### config.mk
export PLATFORM = sky130hd
export DESIGN_NAME = fetch_unit
export DESIGN_NICKNAME = d
export VERILOG_FILES = /design/src/rtl/fetch_unit.sv
export SDC_FILE = /design/constraint.sdc
export NUM_CORES = 1
export LEC_CHECK = 0
export CORE_MARGIN = 2
export CORE_UTILIZATION = 46
export DETAILED_ROUTE_END_ITERATION = 16
export GPL_TIMING_DRIVEN = 0
export PLACE_DENSITY = 0.85
export SLEW_MARGIN = 20
export SYNTH_ARGS = -nofsm -noshare
export SYNTH_HDL_FRONTEND = slang
export SYNTH_SLANG_ARGS = --single-unit
### constraint.sdc
create_clock -name clk -period 4.74 [get_ports clk]
set_clock_uncertainty 0.05 [all_clocks]
set_input_delay 0.948 -clock clk [delete_from_list [all_inputs] [get_ports clk]]
set_output_delay 0.948 -clock clk [all_outputs]
set_load 0.02 [all_outputs]
### src/rtl/fetch_unit.sv
// Instruction fetch front end: a free-running fetch PC feeding a small circular
// queue of {pc, instr} pairs towards decode, with redirect flush and halt.
module fetch_unit #(
  parameter logic [31:0] RESET_PC = 32'h0,
  parameter int unsigned DEPTH    = 2
) (
  input  logic                     clk,
  input  logic                     reset,
  output logic [31:0]              imem_pc,
  input  logic [31:0]              imem_instr,
  input  logic                     halt,
  input  logic                     redirect_valid,
  input  logic [31:0]              redirect_pc,
  output logic                     out_valid,
  input  logic                     out_ready,
  output logic [31:0]              out_instr,
  output logic [31:0]              out_pc,
  output logic [$clog2(DEPTH):0]   fq_count
);

  localparam int unsigned PW = $clog2(DEPTH);
  localparam int unsigned CW = PW + 1;

  logic [31:0]   r_fpc;
  logic [PW-1:0] r_head;
  logic [PW-1:0] r_tail;
  logic [CW-1:0] r_count;
  logic [31:0]   r_pc_q    [DEPTH];
  logic [31:0]   r_instr_q [DEPTH];

  logic w_pop;
  logic w_push;

  // Handshake decode: a full queue still accepts a push when the head leaves.
  always_comb begin
    w_pop  = (r_count != '0) && out_ready;
    w_push = !redirect_valid && !halt && ((r_count < CW'(DEPTH)) || w_pop);
  end

  // Outputs come straight from the fetch PC and the head slot.
  always_comb begin
    imem_pc   = r_fpc;
    out_valid = (r_count != '0);
    out_pc    = r_pc_q[r_head];
    out_instr = r_instr_q[r_head];
    fq_count  = r_count;
  end

  // Fetch PC, queue pointers and occupancy; redirect flushes everything.
  always_ff @(posedge clk) begin
    if (reset) begin
      r_fpc   <= RESET_PC;
      r_head  <= '0;
      r_tail  <= '0;
      r_count <= '0;
    end else if (redirect_valid) begin
      r_fpc   <= redirect_pc;
      r_head  <= '0;
      r_tail  <= '0;
      r_count <= '0;
    end else begin
      if (w_push) begin
        r_fpc  <= r_fpc + 32'd1;
        r_tail <= r_tail + 1'b1;
      end
      if (w_pop) begin
        r_head <= r_head + 1'b1;
      end
      case ({w_push, w_pop})
        2'b10:   r_count <= r_count + 1'b1;
        2'b01:   r_count <= r_count - 1'b1;
        default: r_count <= r_count;
      endcase
    end
  end

  // Queue storage: cleared on reset, written at the tail on push.
  always_ff @(posedge clk) begin
    if (reset) begin
      for (int unsigned i = 0; i < DEPTH; i++) begin
        r_pc_q[i]    <= '0;
        r_instr_q[i] <= '0;
      end
    end else if (w_push) begin
      r_pc_q[r_tail]    <= r_fpc;
      r_instr_q[r_tail] <= imem_instr;
    end
  end

endmodule

==> summary.md <==
| Metric | Value |
|---|---|
| Status | `completed` |
| Die X | `135 um` |
| Most used cell, CP | `clkbuf_1` |
| DRC viols | `0` |
| Async set or reset register ratio after synthesis | `0` |
| Final setup viols | `0` |
| Core area | `0.0167 sq mm` |
| Die H | `around 140 um` |
| Die footprint | `between 0.015 and 0.02 sq mm` |
| Cells after Synth | `~660` |
| Vias per inst | `5.89` |
| Arr. time, crit path | `around 2900 ps` |
| CP Launch Type | `register` |
| Fin crit period | `slightly below 4000 ps` |
| Vias in the first global route | `roughly 6200` |
| ANT nets after route | `0` |
| Gr usage total | `0.250` |
| Detailed Place HPWL | `about 16000 um` |
| Fin. max-slew vios | `0` |
| Cell taking the most area after synthesis | `edfxtp_1` |
| CP Cell Sequence | `clkbuf_1 -> clkbuf_1 -> mux2_2 -> clkdlybuf4s50_1` |
| Ports | `168` |
| Post-Route Setup TNS | `0 ps` |
| Final instance area | `0.0106 sq mm` |
| RSZ-0062 raised after global routing | `false` |
| Cell Area, Placed | `around 0.01 sq mm` |
| Num CTS Buffers | `17` |
| Util after Layout | `0.634` |
| Post-CTS Repair Setup Buffers | `0` |
| CTS tree | `built` |
| Top cells by area, synth | `edfxtp_1 49%, dfxtp_1 9.4%, mux2_2 9.1%` |
| Synth warn | `0` |
| Critical Path RT | `3740 ps` |
| Post-cts sizing count | `0` |
| Netlist cell types | `between 50 and 60` |
| Critical Path Fanout Max | `10` |
| Root buf cell | `clkbuf_16` |
| GP Congestion | `0.940` |
| Hold Vio Cnt, Final | `0` |
| Clk_lat worst skew | `430 ps` |
| Starting Density | `0.474` |
| H-tree depth | `4` |
| Initial antenna violation count | `1` |
| Largest net degree at the start of global routing | `39` |
| Nets | `around 920` |
| TritonCTS Sinks | `roughly 170` |
| Clock edge transition at the registers on the reported setup and hold paths | `70 ps` |
| Port Buffers | `165` |
| Slowest cell on the critical path | `clkbuf_1` |
| Setup CP Type | `register to output port` |
| Setup crit end kind | `output port` |
| Overall routed net length | `~22000 um` |
| Cts-stage hold buffer count | `0` |
| Routed len/inst | `20.6 um` |
| Relative slew margins | `0.429` |
| Initial DRC count | `between 500 and 600` |
| Most used flip-flop cell after synthesis | `edfxtp_1` |
| FP Rows | `47` |
| Number of flops mapped to enable cells by yosys | `128` |
| Worst slew pin tran | `850 ps` |
| Mean Syn Cell Area | `roughly 12 sq um` |
| Max cap viols | `0` |
| P per Cell Area | `342 mW/mm^2` |
| Gr ovfl total | `0` |
| Via Count | `around 6400` |
| Peak Freq | `260 MHz` |
| Global-route wire length before repair | `approximately 35000 um` |
| Clock Path Buffers | `2` |
| Layout cells sized above 1 | `0.139` |
| Register area share after synthesis | `0.580` |
| Synth Cell Area | `0.00791 sq mm` |
| Worst vdd ir | `roughly 0.27 mV` |
| Syn Nets | `734` |
| Filler instances | `1342` |
| Area Growth Syn to Fin | `33.8%` |
| TritonRoute pass-1 iters | `6` |
| Leak | `3.95 nW` |
| Hold Path Class | `register to register` |
| Yosys top cell area share | `0.486` |
| Critical Path Max Stage Delay | `560 ps` |
| Flops & latches, synth | `around 170` |
| Final worst-path cycle share | `0.812` |
## cell usage in the layout (no fill, tap or decap), drive strengths merged, types with 18 or more instances in the layout
master / count
and3: 70
clkbuf: 63
nor4: 20
clkdlybuf4s50: 165
nand4: 18
mux2: 64
and2: 67
edfxtp: 128
nor2: 31
nand2: 26
dfxtp: 37
inv: 20
## power breakdown
part	internal [mW]	total (mW)	switching (mW)
Sequential	1.63	1.69	0.0565
Clock	0.842	1.45	0.608
Combinational	0.229	0.475	0.246
## area by class of cell
cell class,instances,area [sq um],area share
Inverter,13,48.8,0.00461
Multi-Input combinational cell,435,3100,0.293
Clock inverter,15,190,0.0180
Tap cell,220,275,0.0260
Clock buffer,17,425,0.0402
Buffer,50,209,0.0197
Antenna cell,1,2.50,0.000236
Timing Repair Buffer,169,1750,0.165
Sequential cell,165,4580,0.433
## logic make-up after synthesis
kind of cell	synth area share
AOI/OAI and AO/OA	0.0611
xor gates and xnor gates	0.0122
buffers and inverters	0.0326
muxes	0.0911
adders and majority gates	0.00316
DFF	0.580
and+or+nand+nor	0.220
## cells in the mapped netlist (3+ instances only)
cell type and n:
and3_1 68, nor3_1 15, nand2_1 26, a211oi_1 9
nor4_1 20, nand3_1 12, o21ai_0 4, nand4b_1 3
or3_1 7, nand4_1 17, mux2_2 64, clkbuf_1 45
o31a_1 3, a21oi_1 4, and2_1 66, a31o_2 3
o211ai_1 5, xnor2_1 10, or2_2 3, nor2b_1 5
edfxtp_1 128, and4_1 6, inv_1 13, a2111oi_0 7
a31oi_1 4, nor3b_1 5, dfxtp_1 37, a311oi_1 8
or4_1 3, nor2_1 31
## flip-flops by register name (all words and copies together) (netlist names), named ones only
register   count
imem_pc       32
r_pc_q        64
r_tail         1
fq_count       2
r_head         1
r_instr_q     64
## through the flow
step	setup WS (ps)	hold slack, ps	cells	power [mW]
2_1_floorplan	1100	431	663	1.93
6_report	893	470	1085	3.62
3_5_place_dp	841	460	1052	2.19
5_1_grt	799	523	1084	3.73
3_3_place_gp	-466	445	1048	2.17
4_1_cts	900	482	1084	3.63
## final timing paths
path                                   from  slack [ps]             to  cells past startpoint
worst max-delay path               register         890     out_pc[20]                      4
worst min-delay path                 r_head         470         r_head                      2
worst max register to register  fq_count[1]        1900  r_pc_q[0][21]                      6
worst min register to register       r_head         470         r_head                      2
## layer usage
| layer | vias up | track usage | share of wire |
|---|---|---|---|
| met5 | - | 0 | 0 |
| met4 | 0 | 0.111 | 0.026 |
| met3 | 42 | 0.0572 | 0.099 |
| met2 | 355 | 0.395 | 0.47 |
| met1 | 3094 | 0.332 | 0.41 |
| li1 | 2895 | - | - |
## worst max-delay path, delay by kind of cell, from the launching register on
| kind | cells | cell delay [ps] |
|---|---|---|
| buffers and inverters | 3 | 1650 |
| flip-flops | 1 | 300 |
| multiplexers | 1 | 450 |
No activity file was read; power rests on OpenSTA's default activity.
